**config.mk**
```make
export PLATFORM = sky130hd
export DESIGN_NAME = spram_ctrl
export DESIGN_NICKNAME = d
export VERILOG_FILES = /design/src/rtl/spram_pkg.sv /design/src/rtl/spram_ctrl_rsp_fifo.sv /design/src/rtl/spram_ctrl.sv
export SDC_FILE = /design/constraint.sdc
export NUM_CORES = 1
export LEC_CHECK = 0
export BUFFER_PORTS_ARGS = -buffer_cell sky130_fd_sc_hd__buf_2
export CORE_AREA = 2 2 124 126
export DETAILED_ROUTE_END_ITERATION = 10
export DIE_AREA = 0 0 126 128
export PLACE_DENSITY = 0.72
export SLEW_MARGIN = 20
export SYNTH_ARGS = -nofsm -noshare
export SYNTH_HDL_FRONTEND = slang
export SYNTH_SLANG_ARGS = --single-unit
```
**constraint.sdc**
```tcl
create_clock -name clk -period 4.5 [get_ports clk]
set_input_delay 0.45 -clock clk [delete_from_list [all_inputs] [get_ports clk]]
set_output_delay 0.45 -clock clk [all_outputs]
set_load 0.005 [all_outputs]
```
**src/rtl/spram_pkg.sv**
```systemverilog
// rtl/spram_pkg.sv - shared constants and helpers for the SRAM controller and its SRAM instance
package spram_pkg;

    function automatic int spram_clog2(input int n);
        int r;
        r = 0;
        while ((1 << r) < n) r++;
        return (r < 1) ? 1 : r;
    endfunction

    typedef logic [1:0] spram_state_t;

    localparam spram_state_t ST_BOOT = 2'd0;
    localparam spram_state_t ST_INIT = 2'd1;
    localparam spram_state_t ST_RUN  = 2'd2;

    localparam int SPRAM_DEPTH_DEFAULT = 4096;
    localparam int SPRAM_AW_DEFAULT    = spram_clog2(SPRAM_DEPTH_DEFAULT);

endpackage

```
**src/rtl/spram_ctrl_rsp_fifo.sv**
```systemverilog
// rtl/spram_ctrl_rsp_fifo.sv - small synchronous FIFO holding read responses until consumed
module spram_ctrl_rsp_fifo
    import spram_pkg::*;
#(
    parameter int WIDTH = 32,
    parameter int DEPTH = 3,
    localparam int PW = spram_clog2(DEPTH),
    localparam int CW = spram_clog2(DEPTH + 1)
) (
    input  logic             clk,
    input  logic             rst_n,
    input  logic             push,
    input  logic [WIDTH-1:0] push_data,
    input  logic             pop,
    output logic [WIDTH-1:0] head,
    output logic [CW-1:0]    count,
    output logic             empty,
    output logic             full
);

    logic [WIDTH-1:0] slot_q [DEPTH];
    logic [WIDTH-1:0] slot_d [DEPTH];
    logic [PW-1:0]    wr_ptr_q, wr_ptr_d;
    logic [PW-1:0]    rd_ptr_q, rd_ptr_d;
    logic [CW-1:0]    count_q, count_d;
    logic             do_push;
    logic             do_pop;

    function automatic logic [PW-1:0] next_ptr(input logic [PW-1:0] p);
        return (p == PW'(DEPTH - 1)) ? '0 : p + PW'(1);
    endfunction

    assign empty   = (count_q == '0);
    assign full    = (count_q == CW'(DEPTH));
    assign count   = count_q;
    assign head    = slot_q[rd_ptr_q];
    assign do_push = push & ~full;
    assign do_pop  = pop & ~empty;

    always_comb begin
        slot_d   = slot_q;
        wr_ptr_d = wr_ptr_q;
        rd_ptr_d = rd_ptr_q;
        count_d  = count_q;
        if (do_push) begin
            slot_d[wr_ptr_q] = push_data;
            wr_ptr_d         = next_ptr(wr_ptr_q);
        end
        if (do_pop) begin
            rd_ptr_d = next_ptr(rd_ptr_q);
        end
        case ({do_push, do_pop})
            2'b10:   count_d = count_q + CW'(1);
            2'b01:   count_d = count_q - CW'(1);
            default: count_d = count_q;
        endcase
    end

    always_ff @(posedge clk or negedge rst_n) begin
        if (!rst_n) begin
            for (int i = 0; i < DEPTH; i++) begin
                slot_q[i] <= '0;
            end
            wr_ptr_q <= '0;
            rd_ptr_q <= '0;
            count_q  <= '0;
        end else begin
            slot_q   <= slot_d;
            wr_ptr_q <= wr_ptr_d;
            rd_ptr_q <= rd_ptr_d;
            count_q  <= count_d;
        end
    end

endmodule

```
**src/rtl/spram_ctrl.sv**
```systemverilog
// rtl/spram_ctrl.sv - request/response front end for a single-port SRAM with post-reset clear sweep
module spram_ctrl
    import spram_pkg::*;
#(
    parameter int MEM_WIDTH = 32,
    parameter int MEM_DEPTH = SPRAM_DEPTH_DEFAULT,
    parameter int RSP_DEPTH = 3,
    parameter int INIT_EN   = 1,
    parameter logic [MEM_WIDTH-1:0] INIT_VALUE = MEM_WIDTH'(1),
    localparam int AW = spram_clog2(MEM_DEPTH)
) (
    input  logic                 clk,
    input  logic                 rst_n,
    input  logic                 req_valid,
    output logic                 req_ready,
    input  logic                 req_we,
    input  logic [AW-1:0]        req_addr,
    input  logic [MEM_WIDTH-1:0] req_wdata,
    output logic                 rsp_valid,
    input  logic                 rsp_ready,
    output logic [MEM_WIDTH-1:0] rsp_rdata,
    output logic                 init_done,
    output logic                 mem_cen,
    output logic                 mem_wen,
    output logic [AW-1:0]        mem_addr,
    output logic [MEM_WIDTH-1:0] mem_d,
    input  logic [MEM_WIDTH-1:0] mem_q
);

    localparam int CW = spram_clog2(RSP_DEPTH + 1);

    spram_state_t  state_q, state_d;
    logic [AW-1:0] init_cnt_q, init_cnt_d;
    logic          rd_pend_q, rd_pend_d;
    logic          fire;
    logic [CW-1:0] fifo_count;
    logic [CW:0]   credit_used;
    logic          fifo_empty;
    logic          fifo_full;

    // A read in flight still owns a FIFO slot, so it counts against credit.
    assign credit_used = {1'b0, fifo_count} + (CW + 1)'(rd_pend_q);
    assign req_ready   = (state_q == ST_RUN) && (credit_used < (CW + 1)'(RSP_DEPTH));
    assign fire        = req_valid & req_ready;
    assign init_done   = (state_q == ST_RUN);
    assign rsp_valid   = ~fifo_empty;

    always_comb begin
        state_d    = state_q;
        init_cnt_d = init_cnt_q;
        rd_pend_d  = fire & ~req_we;
        case (state_q)
            ST_BOOT: state_d = (INIT_EN != 0) ? ST_INIT : ST_RUN;
            ST_INIT: begin
                init_cnt_d = init_cnt_q + AW'(1);
                if (init_cnt_q == AW'(MEM_DEPTH - 1)) begin
                    state_d = ST_RUN;
                end
            end
            ST_RUN:  state_d = ST_RUN;
            default: state_d = ST_BOOT;
        endcase
    end

    always_comb begin
        mem_cen  = 1'b1;
        mem_wen  = 1'b1;
        mem_addr = '0;
        mem_d    = '0;
        case (state_q)
            ST_INIT: begin
                mem_cen  = 1'b0;
                mem_wen  = 1'b0;
                mem_addr = init_cnt_q;
                mem_d    = INIT_VALUE;
            end
            ST_RUN: begin
                mem_cen  = ~fire;
                mem_wen  = ~req_we;
                mem_addr = req_addr;
                mem_d    = req_wdata;
            end
            default: ;
        endcase
    end

    always_ff @(posedge clk or negedge rst_n) begin
        if (!rst_n) begin
            state_q    <= ST_BOOT;
            init_cnt_q <= '0;
            rd_pend_q  <= 1'b0;
        end else begin
            state_q    <= state_d;
            init_cnt_q <= init_cnt_d;
            rd_pend_q  <= rd_pend_d;
        end
    end

    spram_ctrl_rsp_fifo #(
        .WIDTH (MEM_WIDTH),
        .DEPTH (RSP_DEPTH)
    ) u_rsp_fifo (
        .clk       (clk),
        .rst_n     (rst_n),
        .push      (rd_pend_q),
        .push_data (mem_q),
        .pop       (rsp_valid & rsp_ready),
        .head      (rsp_rdata),
        .count     (fifo_count),
        .empty     (fifo_empty),
        .full      (fifo_full)
    );

endmodule

```
== After elaboration in Yosys (flattened, before gate mapping) ==
Index checks and enable logic that the tools add are counted.

* Flip-flop bits (word level): 117
* Input port bits: 81
* Word-level logic and storage cells: 59

* Add/subtract/negate cells: 6
* Order comparisons: 4
* Equality and inequality tests: 9
* Muxes and demuxes: 15
* Bitwise logic cells: 11
* Reduce and logical (&&, ||, !) cells: 5

{| class="wikitable"
|+ Operators with widths
! operator !! count
|-
| $bwmux 96 || 1
|-
| $mux 32 || 3
|-
| $bmux 32 s2 || 1
|-
| $demux 32 s2 || 1
|-
| $pmux 32 s2 || 1
|-
| $pmux 12 s2 || 1
|-
| $add 12x1->12 const B || 1
|-
| $eq 12x12->1 const B || 1
|-
| $eq 2x2->1 const B || 5
|-
| $add 2x1->2 const B || 3
|-
| $ge 3x3->1 const B || 2
|-
| $mux 2 || 3
|-
| $not 2->3 || 2
|-
| $pmux 2 s3 || 1
|-
| $and 1x1->1 || 5
|-
| $eq 2x1->1 const B || 2
|-
| $logic_not 2->1 || 2
|-
| $not 1->1 || 4
|-
| $pmux 1 s2 || 2
|-
| $pmux 2 s2 || 1
|-
| $add 2x1->3 || 1
|-
| $lt 3x1->1 const B || 1
|-
| $lt 3x2->1 const B || 1
|-
| $logic_and 1x1->1 || 2
|-
| 3 further kinds || 3
|}

== Longest topological paths before layout ==
Gate-level depths: netlist (run 1).

* Depth in word-level cells: 6
* Mapped depth: 6

== Cells and area by module ==
From an unflattened synthesis (run 1), not the netlist that was laid out.

* Cells, all modules: 468
* Area, all modules: 5683.0 um^2

{| class="wikitable"
|+ Modules (own cells, without submodules)
! module !! instances !! cells each !! area an instance (um^2) !! seq. area each (um^2)
|-
| spram_ctrl_rsp_fifo || 1 || 335 || 4496.8 || 2552.4
|-
| spram_ctrl || 1 || 133 || 1186.1 || 375.4
|}

== Worst setup path before layout (run 1) ==
No wires, ideal clock.

* Path kind: flip-flop to output port
* Start: reg state_q[0]
* End: out mem_cen
* Arrival: 1.393 ns
* Slack: 2.657 ns
* Stages on the path, launching flop included: 7
* Buffers on the path: 1
* Path through: dfrtp_1 > inv_1 > ha_1 > clkbuf_1 > inv_1 > a211oi_1 > a21oi_1

* Cells in the longest elaborated chain, start to end: 5

{| class="wikitable"
|+ RTL lines
! element !! RTL line !! text
|-
| from (decl) || spram_ctrl.sv:32 || <nowiki>spram_state_t state_q, state_d;</nowiki>
|-
| from (signal assigned) || spram_ctrl.sv:93 || <nowiki>state_q <= state_d;</nowiki>
|-
| $eq 2x2->1 || n/a ||
|-
| via init_done || spram_ctrl.sv:22 || <nowiki>output logic init_done,</nowiki>
|-
| $logic_and 1x1->1 || spram_ctrl.sv:43 || <nowiki>assign req_ready = (state_q == ST_RUN) && (credit_used < (CW + 1)'(RSP_DEPTH));</nowiki>
|-
| via req_ready || spram_ctrl.sv:15 || <nowiki>output logic req_ready,</nowiki>
|-
| $and 1x1->1 || spram_ctrl.sv:44 || <nowiki>assign fire = req_valid & req_ready;</nowiki>
|-
| $not 1->1 || spram_ctrl.sv:78 || <nowiki>mem_cen = ~fire;</nowiki>
|-
| $pmux 1 s2 || spram_ctrl.sv:70 || <nowiki>case (state_q)</nowiki>
|-
| to (decl) || spram_ctrl.sv:23 || <nowiki>output logic mem_cen,</nowiki>
|}

The timed path passes the listed nets, and every way through them passes these cells.

== Worst setup path in the final report (run 1) ==
* Start: reg state_q[1]
* End: out mem_wen

* Cells in the longest elaborated chain, start to end: 2

{| class="wikitable"
|+ RTL lines
! element !! RTL line !! text
|-
| $eq 2x2->1 or $eq 2x1->1 (tied branches) || spram_ctrl.sv:70 ||
|-
| $pmux 1 s2 (*) || spram_ctrl.sv:70 ||
|-
| to (decl) || spram_ctrl.sv:24 || <nowiki>output logic mem_wen,</nowiki>
|}

Every way passes the cells marked *; elsewhere a longest branch is shown, timed or not.

==> results of run 1 <==
-- logic make-up after synthesis --
kind of cell,Yosys count,synth area share [%]
buffers and inverters,35,3.88
adder cells (fa/ha/maj),7,1.51
AND/OR/NAND/NOR,106,9.59
XOR/XNOR,14,2.11
multiplexers,132,27.1
flip-flops,117,50.4
AO/OA/AOI/OAI,53,5.39
-- per-stage QoR --
| step | instances | instance area [sq um] | utilization [%] |
|---|---|---|---|
| after floorplan | 464 | 5810 | - |
| after global placement | 789 | 6700 | 45.1 |
| after detailed placement | 789 | 6700 | 45.1 |
| after CTS | 821 | 7300 | 49.1 |
| after global routing | 821 | 7300 | 49.1 |
| final | 821 | 7300 | 49.1 |
-- how the worst max path moves through the flow --
stage                             start                    end  slack, ns  depth (start not counted)
finish                       state_q[1]                mem_wen       2.01                          6
global route                 state_q[1]            mem_addr[4]       1.79                          5
CTS                          state_q[1]                mem_wen       1.95                          6
detailed placement  u_rsp_fifo.count[1]  u_rsp_fifo.slot_q[68]       2.34                          4
global placement    u_rsp_fifo.count[0]  u_rsp_fifo.slot_q[81]       2.39                          4
floorplan                    state_q[0]                mem_cen       2.66                          6
-- power breakdown --
group / internal, W / switching [W] / total, W
Combinational: 0.000282 / 0.000364 / 0.000646
Sequential: 0.00110 / 0.0000366 / 0.00114
Clock: 0.000882 / 0.000446 / 0.00133
Total: 0.00227 / 0.000846 / 0.00311
-- cell usage after synthesis, drive strengths merged --
master / instances / share of area, %
ha: 7 / 1.5
buf: 14 / 2.5
nor3: 6 / 0.60
inv: 5 / 0.32
a21o: 2 / 0.28
o41ai: 1 / 0.15
and4: 1 / 0.15
nor2b: 14 / 1.5
nand4: 4 / 0.43
mux2i: 32 / 5.5
or3b: 2 / 0.30
and2: 31 / 3.3
a21oi: 3 / 0.26
clkbuf: 16 / 1.0
nor2: 5 / 0.32
nand2: 40 / 2.6
and3b: 1 / 0.15
xor2: 10 / 1.5
o21ai: 33 / 2.8
a21bo: 1 / 0.17
a211oi: 1 / 0.13
a22oi: 12 / 1.6
nand3: 1 / 0.086
mux2: 100 / 22
xnor2: 4 / 0.60
dfrtp: 117 / 50
or2: 1 / 0.11
-- sequential cells by signal, summed over array words and instances, names as in the netlist --
| signal | cells |
|---|---|
| init_cnt_q | 12 |
| u_rsp_fifo.wr_ptr_q | 2 |
| u_rsp_fifo.count | 2 |
| state_q | 2 |
| u_rsp_fifo.rd_ptr_q | 2 |
| u_rsp_fifo.slot_q | 96 |
| rd_pend_q | 1 |
-- cell type report --
type                       count  area [sq um]  area share [%]
clock buffer                  23           498            6.82
tap                          188           235            3.22
timing repair buffer         167           853            11.7
inverter                       5          18.8           0.257
clock inverter                 9          98.8            1.35
multi-input combinational    312          2670            36.5
sequential                   117          2930            40.1
-- metal layers --
metal | wire length, microns | share of wire, % | global-route usage, % | vias up
met5 | 0 | 0 | 0 | -
met3 | 705 | 5.4 | 4.72 | 6
li1 | - | - | - | 1929
met4 | 57 | 0.43 | 4.52 | 0
met2 | 6680 | 51 | 28.6 | 125
met1 | 5680 | 43 | 20.2 | 2051
==> impl_results.md, run 1 <==
* Result of the run: finished, final reports clean
* Buffer levels on the longest clock path at 2
* Number of library cell types mapped by synthesis at 32
* Total detailed-routing wirelength at 13100 microns
* Final worst clock skew at 0.00842 ns
* Actual transition at the worst max-transition pin at 1.05 ns
* Worst R2R Path Depth at 3
* Starting utilization of the core area at 39.1%
* Most frequent CP cell: inv_1
* Worst flop-to-flop path startpoint: u_rsp_fifo.count[0]
* Violation count after the first detailed-routing iteration at 165
* Number of buffers inserted by post-CTS setup repair at 0
* Ratio of cells with drive above 1 in the final layout at 48.3%
* First-pass GRT wire length at 21000 microns
* Post-cts repair resize count at 0
* Layout overhead on the synthesized area at 25.7%
* Crit-path max cell delay at 0.63 ns
* Via count of the first global-routing pass at 4265
* Worst path required time at 4.05 ns
* Die ar. at 16100 sq um
* Nature of the critical path endpoint: primary output
* Final RePlAce weighted congestion at 0.708
* Gate count after technology mapping at 464
* TritonCTS clock tree: yes
* Via count at 4111
* Synth Cell Area at 5810 sq um
* Type of the worst setup path: register to primary output
* Total leakage power at 3.75 nW
* Number of input and output port buffers inserted at 161
* Total buffers and inverters traversed by the critical path at 3
* Number of remaining DRC errors at 0
* Achievable Freq at 402 MHz
* Number of nets produced by synthesis at 552
* Final critical path time including I/O delays and setup at 2.49 ns
* Critical path peak fanout at 21
* Number of antenna cells inserted at 0
* Detail-routed net length per standard cell at 16.0 microns
* Overall power of the completed layout at 0.00311 W
* Initial antenna violation count at 0
* Worst R2R Setup Slack at 2.35 ns
* Count of final hold-check violations at 0
* Number of fillers in the final layout at 1282
* Number of hold-repair buffers added at the cts stage at 0
* CTS clk-pin slew, worst paths at 0.05 ns
* Total power divided by cell area at 426 nW/um^2
* Largest delay contributor family on the critical path: adder cells
* Maximum capacitance violations at 0
* Yosys warning total at 0
* Cell-by-cell trace of the critical path: inv_1 -> ha_1 -> inv_1 -> nor2_1 -> a21oi_1 -> buf_2
* Width of the die at 126 microns
* Clock buffer count from CTS at 17
* Most common cell after layout, fill and taps aside: buf_2
* Startpoint types: register
* WHS at 0.167 ns
* Data arrival time of the critical path at 2.04 ns
* Type of the worst min-delay path: input pin to async pin
* Vertical die dimension at 128 microns
* Insertion delay to the later sink of the worst-skew pair at 0.41 ns
* Routed Antenna Nets at 0
* Headroom to the max-slew limit at 30.0%
* HPWL reported at the end of detailed placement at 8710 microns
* Clock root buffer: clkbuf_16
* Setup-violating endpoint count in the final report at 0
* Count of pins over their slew limit at 0
* Post-synthesis average cell area at 12.5 sq um
* Vias per inst at 5.01
* Setup_tns at 0 ns
* Part of the cycle the worst path needs at 55.3%
* Combined global-route utilization of all metal layers at 16.5%
* Fin worst setup slack at 2.01 ns
* Part of the Yosys area used for sequential elements at 50.4%
* Flop and latch count out of synthesis at 117
* Unrepaired setup endpoints after global routing: false
* I/O pin total at 162
* Net count of the finished layout at 708
* Number of rows in the core area at 45
* Clock Sinks at 117
* H-tree Lvls at 4
* Largest net degree at the start of global routing at 75
* CORE AREA at 14900 sq um
* Number of iterations in the first detailed-routing pass at 4
* Pre-CTS WS at 2.34 ns
* Overflow left after global routing at 0
* Slowest cell on the critical path: ha_1
* Leading cell types in the layout, fill and taps excluded: buf_2, dfrtp_1, mux2_2, nand2_1, mux2_4
* Reg-to-reg critical path endpoint: u_rsp_fifo.slot_q[26]
* Worst vdd ir at 0.275 mV
Power figures use the tool's default switching activity.
==> inputs of run 2 (changes only) <==
--- a/config.mk
+++ b/config.mk
@@ -9,7 +9,7 @@
 export CORE_AREA = 2 2 124 126
 export DETAILED_ROUTE_END_ITERATION = 10
 export DIE_AREA = 0 0 126 128
-export PLACE_DENSITY = 0.72
+export PLACE_DENSITY = 0.74
 export SLEW_MARGIN = 20
 export SYNTH_ARGS = -nofsm -noshare
 export SYNTH_HDL_FRONTEND = slang
==> constraint.sdc (replaced) <==
create_clock -name clk -period 2.16 [get_ports clk]
set_input_delay 0.216 -clock clk [delete_from_list [all_inputs] [get_ports clk]]
set_output_delay 0.216 -clock clk [all_outputs]
set_load 0.005 [all_outputs]
==> run 2 against run 1 <==
Compared with the run above: global-route usage up 0.22 points; power up 100%; worst setup slack worse by 1.9 ns; sequential power up 110%; count of clock-buffer cells in the layout down 1; sequential cell count unchanged; die area unchanged; non-clock buffer count up 15; final area up 1.5%; largest cell class unchanged.
==> impl_results.md, run 2 (synthesis gave the netlist of run 1 again) <==
* Result of the run: finished, final reports clean
* Fin worst setup slack at 0.0776 ns
* Largest net degree at the start of global routing at 43
* Slowest cell on the critical path: dfrtp_2
* Final standard cell area without fillers at 7410 sq um
* Leading cell types in the layout, fill and taps excluded: buf_2, dfrtp_1, mux2_2, nand2_1, mux2_4
* Detail-routed net length per standard cell at 15.9 microns
* Worst vdd ir at 0.615 mV
* Crit-path max cell delay at 0.45 ns
* Final critical path time including I/O delays and setup at 2.08 ns
* Routed Antenna Nets at 0
* Count of final hold-check violations at 0
* Type of the worst setup path: register to primary output
* Startpoint types: register
* Actual transition at the worst max-transition pin at 0.563 ns
* Clock Sinks at 117
* Via count of the first global-routing pass at 4427
* Clock root buffer: clkbuf_16
* H-tree Lvls at 4
* Combined global-route utilization of all metal layers at 16.7%
* Largest Register: u_rsp_fifo.slot_q
* Nature of the critical path endpoint: primary output
* Setup_tns at 0 ns
* Final worst clock skew at 0.00725 ns
* TritonCTS clock tree: yes
* Count of pins over their slew limit at 0
* Worst path required time at 1.94 ns
* Via count at 4204
* CORE AREA at 14900 sq um
* Logic gate share of total power at 21.5%
* Most common cell after layout, fill and taps aside: buf_2
* Buffer levels on the longest clock path at 2
* Final RePlAce weighted congestion at 0.762
* Violation count after the first detailed-routing iteration at 112
* Overflow left after global routing at 0
* Net switching component of the power at 0.00180 W
* Number of remaining DRC errors at 0
* Internal power at 0.00457 W
* Initial antenna violation count at 1
* Maximum capacitance violations at 0
* Type of the worst min-delay path: input pin to register
* Part of the cycle the worst path needs at 96.4%
* Number of rows in the core area at 45
* Width of the die at 126 microns
* Count of placed standard cells including taps at 803
* Relative contribution of the clock network to total power at 40.5%
* Setup-violating endpoint count in the final report at 0
* HPWL reported at the end of detailed placement at 9180 microns
* Total power divided by cell area at 859 nW/um^2
* Headroom to the max-slew limit at 62.5%
* I/O pin total at 162
* Total detailed-routing wirelength at 13300 microns
* Insertion delay to the later sink of the worst-skew pair at 0.41 ns
* Cell-by-cell trace of the critical path: ha_2 -> ha_1 -> a211oi_2 -> buf_4 -> a21oi_1 -> buf_2
* Sequential power share at 38.0%
* Net count of the finished layout at 723
* Pre-CTS WS at 0.222 ns
* Utilization after layout at 49.8%
* Number of input and output port buffers inserted at 161
* Number of antenna cells inserted at 0
* Data arrival time of the critical path at 1.87 ns
* Achievable Freq at 480 MHz
* Starting utilization of the core area at 39.1%
* Net Sw Frac at 28.3%
* First-pass GRT wire length at 21400 microns
* Number of flip-flops in the largest register at 96
* Post-detailed-placement cell area at 6840 sq um
* Number of buffers inserted by post-CTS setup repair at 0
* Vertical die dimension at 128 microns
* Total leakage power at 3.80 nW
* Final Non-Filler Cells at 836
* Number of iterations in the first detailed-routing pass at 5
* Critical path peak fanout at 6
* Ratio of cells with drive above 1 in the final layout at 49.5%
* Registers with the highest flip-flop counts: u_rsp_fifo.slot_q (96), init_cnt_q (12)
* Layout overhead on the synthesized area at 27.6%
* CTS clk-pin slew, worst paths at 0.05 ns
* Vias per inst at 5.03
* Clock buffer count from CTS at 17
* Die ar. at 16100 sq um
## run 2: cell count changes in the layout (fill, tap and decap cells not counted), sizes merged
cell | previous run | this run
clkinvlp | 0 | 1
clkbuf | 23 | 22
dlygate4sd3 | 0 | 1
clkinv | 7 | 8
buf | 167 | 181
bufinv | 2 | 1
## run 2: worst max-delay path, delay by kind of cell, from the launching register on
family                   cells  cell delay (ns)
adder cells (fa/ha/maj)      2             0.47
flip-flops                   1             0.45
buffers and inverters        2             0.27
AO/OA/AOI/OAI                2             0.27
## run 2: timing repair
| item | CTS | global route |
|---|---|---|
| resized for setup | 0 | 4 |
| endpoints found under the hold margin | 38 | 0 |
| setup endpoints to repair | 0 | 4 |
| hold buffers | 1 | 0 |
## run 2: layout make-up
type                       count  area, sq um
clock buffer                  22          464
sequential                   117         2930
timing repair buffer         182         1010
fill                        1315         7450
inverter                       5         18.8
tap                          188          235
clock inverter                10         81.3
multi-input combinational    312         2670
## run 2: stage by stage
step	power (W)	hold slack, ns
floorplan	0.00315	-0.0796
global placement	0.00377	0.232
detailed placement	0.00381	0.243
CTS	0.00641	0.0461
global route	0.00666	0.0592
finish	0.00636	0.0644
## run 2: worst paths after layout
check,start,to,slack [ns],cells after the start
min in group asynchronous,rst_n,u_rsp_fifo.slot_q[36],0.35,2
setup reg to reg,u_rsp_fifo.count[1],u_rsp_fifo.slot_q[38],0.21,4
hold / removal,mem_q[22],u_rsp_fifo.slot_q[54],0.06,2
max in group asynchronous,rst_n,u_rsp_fifo.slot_q[19],1.08,3
hold reg to reg,u_rsp_fifo.slot_q[89],u_rsp_fifo.slot_q[89],0.50,1
setup / recovery,u_rsp_fifo.count[0],mem_cen,0.08,6
## run 2: routing by layer
layer / share of wire, % / track usage, % / vias to the layer above
li1: - / - / 1971
met1: 42 / 19.5 / 2079
met2: 50 / 29.4 / 138
met3: 6.4 / 5.22 / 14
met4: 1.0 / 5.24 / 2
met5: 0.098 / 0 / -
## run 2: power by group through the flow
stage | combinational [W] | clock (W) | sequential (W)
2_1_floorplan | 0.000759 | 0 | 0.00239
3_3_place_gp | 0.00133 | 0 | 0.00244
3_5_place_dp | 0.00136 | 0 | 0.00245
4_1_cts | 0.00137 | 0.00263 | 0.00242
5_1_grt | 0.00150 | 0.00273 | 0.00244
6_report | 0.00137 | 0.00258 | 0.00242
==> inputs of run 3 (changes only) <==
--- a/config.mk
+++ b/config.mk
@@ -6,10 +6,10 @@
 export NUM_CORES = 1
 export LEC_CHECK = 0
 export BUFFER_PORTS_ARGS = -buffer_cell sky130_fd_sc_hd__buf_2
-export CORE_AREA = 2 2 124 126
+export CORE_AREA = 2 2 138 113
 export DETAILED_ROUTE_END_ITERATION = 10
-export DIE_AREA = 0 0 126 128
-export PLACE_DENSITY = 0.74
+export DIE_AREA = 0 0 140 115
+export PLACE_DENSITY_LB_ADDON = 0.08
 export SLEW_MARGIN = 20
 export SYNTH_ARGS = -nofsm -noshare
 export SYNTH_HDL_FRONTEND = slang
==> run 3 against run 2 <==
Compared with the run above: the run now ends with DRC left; sequential cell count stayed put; register-to-register slack hardly changed; cell count is 0.24% lower; via count is 3.9% lower; count of clock-buffer cells in the layout is 1 higher; power is 5.3% higher; hold slack better by 0.0023 ns; sequential share of layout area is 0.46 points lower; combinational power is 7% higher; critical path depth is 1 lower; final area is 1.2% higher; critical endpoint unchanged; highest routed layer is now met4.
==> impl_results.md, run 3 (synthesis gave the netlist of run 1 again) <==
* Result of the run: finished, violations left
* Violated checks: DRC
* Data arrival time of the critical path at 1.77 ns
* Vias per inst at 4.85
* Pre-CTS WS at 0.254 ns
* H-tree Lvls at 4
* Via count of the first global-routing pass at 4242
* Final RePlAce weighted congestion at 0.749
* Insertion delay to the later sink of the worst-skew pair at 0.41 ns
* Combined global-route utilization of all metal layers at 17.8%
* Number of flip-flops in the largest register at 96
* Setup-violating endpoint count in the final report at 0
* Starting utilization of the core area at 39.3%
* Critical path peak fanout at 6
* Ratio of cells with drive above 1 in the final layout at 49.5%
* Registers with the highest flip-flop counts: u_rsp_fifo.slot_q (96), init_cnt_q (12)
* Number of fillers in the final layout at 1329
* Clock Sinks at 117
* Worst vdd ir at 0.488 mV
* Internal power at 0.00486 W
* Count of placed standard cells including taps at 799
* Maximum capacitance violations at 0
* Largest net degree at the start of global routing at 48
* Final Non-Filler Cells at 834
* Total detailed-routing wirelength at 13600 microns
* Count of final hold-check violations at 0
* Sequential power share at 35.5%
* Layout overhead on the synthesized area at 29.1%
* Net switching component of the power at 0.00184 W
* Logic gate share of total power at 21.8%
* Final worst clock skew at 0.00788 ns
* Buffer levels on the longest clock path at 2
* Via count at 4041
* Unrepaired setup endpoints after global routing: false
* First-pass GRT wire length at 22500 microns
* HPWL reported at the end of detailed placement at 9100 microns
* Total leakage power at 3.82 nW
* Type of the worst min-delay path: input pin to register
* Die ar. at 16100 sq um
* I/O pin total at 162
* Number of rows in the core area at 40
* Achievable Freq at 504 MHz
* Startpoint types: register
* Total power divided by cell area at 894 nW/um^2
* Final critical path time including I/O delays and setup at 1.98 ns
* Most common cell after layout, fill and taps aside: buf_2
* Nature of the critical path endpoint: primary output
* Net Sw Frac at 27.4%
* Fin worst setup slack at 0.177 ns
* Setup_tns at 0 ns
* Violation count after the first detailed-routing iteration at 169
* Count of pins over their slew limit at 0
* Number of iterations in the first detailed-routing pass at 9
* Detail-routed net length per standard cell at 16.4 microns
* Number of antenna cells inserted at 0
* Part of the cycle the worst path needs at 91.8%
* Overall power of the completed layout at 0.00670 W
* TritonCTS clock tree: yes
* Actual transition at the worst max-transition pin at 0.535 ns
* Width of the die at 140 microns
* Leading cell types in the layout, fill and taps excluded: buf_2, dfrtp_1, mux2_2, nand2_1, mux2_4
* Clock root buffer: clkbuf_16
* CORE AREA at 14800 sq um
* Initial antenna violation count at 0
* Footprint of the multi-input gates at 2700 sq um
* Vertical die dimension at 115 microns
* CTS clk-pin slew, worst paths at 0.05 ns
* Type of the worst setup path: register to primary output
* Clock buffer count from CTS at 17
* Routed Antenna Nets at 0
* Net count of the finished layout at 720
* Number of input and output port buffers inserted at 161
* Relative contribution of the clock network to total power at 42.7%
* Largest Register: u_rsp_fifo.slot_q
* Number of remaining DRC errors at 4
* Area of all sequential standard cells at 2930 sq um
* Headroom to the max-slew limit at 63.9%
* Overflow left after global routing at 0
* Worst path required time at 1.94 ns
## run 3: cell types whose count changed in the layout (fill, tap and decap cells not counted), sizes merged
cell | before | now
buf | 181 | 178
clkinvlp | 1 | 2
clkinv | 8 | 4
bufinv | 1 | 3
clkbuf | 22 | 23
## run 3: timing repair
action,in CTS,in global routing
resized for setup,1,5
hold buffers,1,0
endpoints found under the hold margin,30,0
setup buffers,0,2
pin swaps,0,1
endpoints found under the setup margin,2,11
## run 3: power groups by stage
| stage | registers (W) | logic, W | clock network [W] |
|---|---|---|---|
| global placement | 0.00240 | 0.00142 | 0 |
| global route | 0.00239 | 0.00162 | 0.00304 |
| floorplan | 0.00239 | 0.000759 | 0 |
| CTS | 0.00237 | 0.00145 | 0.00292 |
| detailed placement | 0.00241 | 0.00144 | 0 |
| finish | 0.00238 | 0.00146 | 0.00286 |
## run 3: path summary, 6_finish.rpt
path / startpoint / end / slack, ns / cells after the start
max: u_rsp_fifo.count[0] / mem_cen / 0.18 / 5
min: mem_q[5] / u_rsp_fifo.slot_q[37] / 0.07 / 2
max reg2reg: u_rsp_fifo.count[1] / u_rsp_fifo.slot_q[45] / 0.21 / 4
min reg2reg: u_rsp_fifo.slot_q[69] / u_rsp_fifo.slot_q[69] / 0.50 / 1
max in group asynchronous: rst_n / init_cnt_q[3] / 1.18 / 3
min in group asynchronous: rst_n / u_rsp_fifo.slot_q[6] / 0.31 / 2
## run 3: layer usage
metal / vias to the layer above / share of wire, % / track usage [%]
met1: 1994 / 50 / 25.5
li1: 1950 / - / -
met3: 18 / 3.8 / 4.00
met4: 0 / 1.3 / 5.93
met2: 79 / 45 / 27.1
met5: - / 0 / 0
## run 3: worst max-delay path, stage by stage, from the launching register on
cell      delay, ns
dfrtp_2        0.44
ha_1           0.23
ha_4           0.23
a211oi_4       0.24
a21oi_1        0.10
buf_2          0.13
## run 3: area by class of cell
cell class,count,area share [%]
well taps,189,3.15
repair buffers,179,13.5
inverters,5,0.250
clock buffers,23,6.38
flip-flops and latches,117,39.1
clock inverters,9,1.67
multi-input cells,312,36.0
## run 3: stage by stage
| stage | hold WS (ns) | utilization (%) | area [sq um] |
|---|---|---|---|
| after global placement | 0.202 | 46.3 | 6840 |
| after floorplan | -0.0796 | - | 5810 |
| after CTS | 0.0531 | 50.5 | 7450 |
| after detailed placement | 0.206 | 46.3 | 6840 |
| final | 0.0666 | 50.8 | 7500 |
| after global routing | 0.0618 | 50.8 | 7500 |
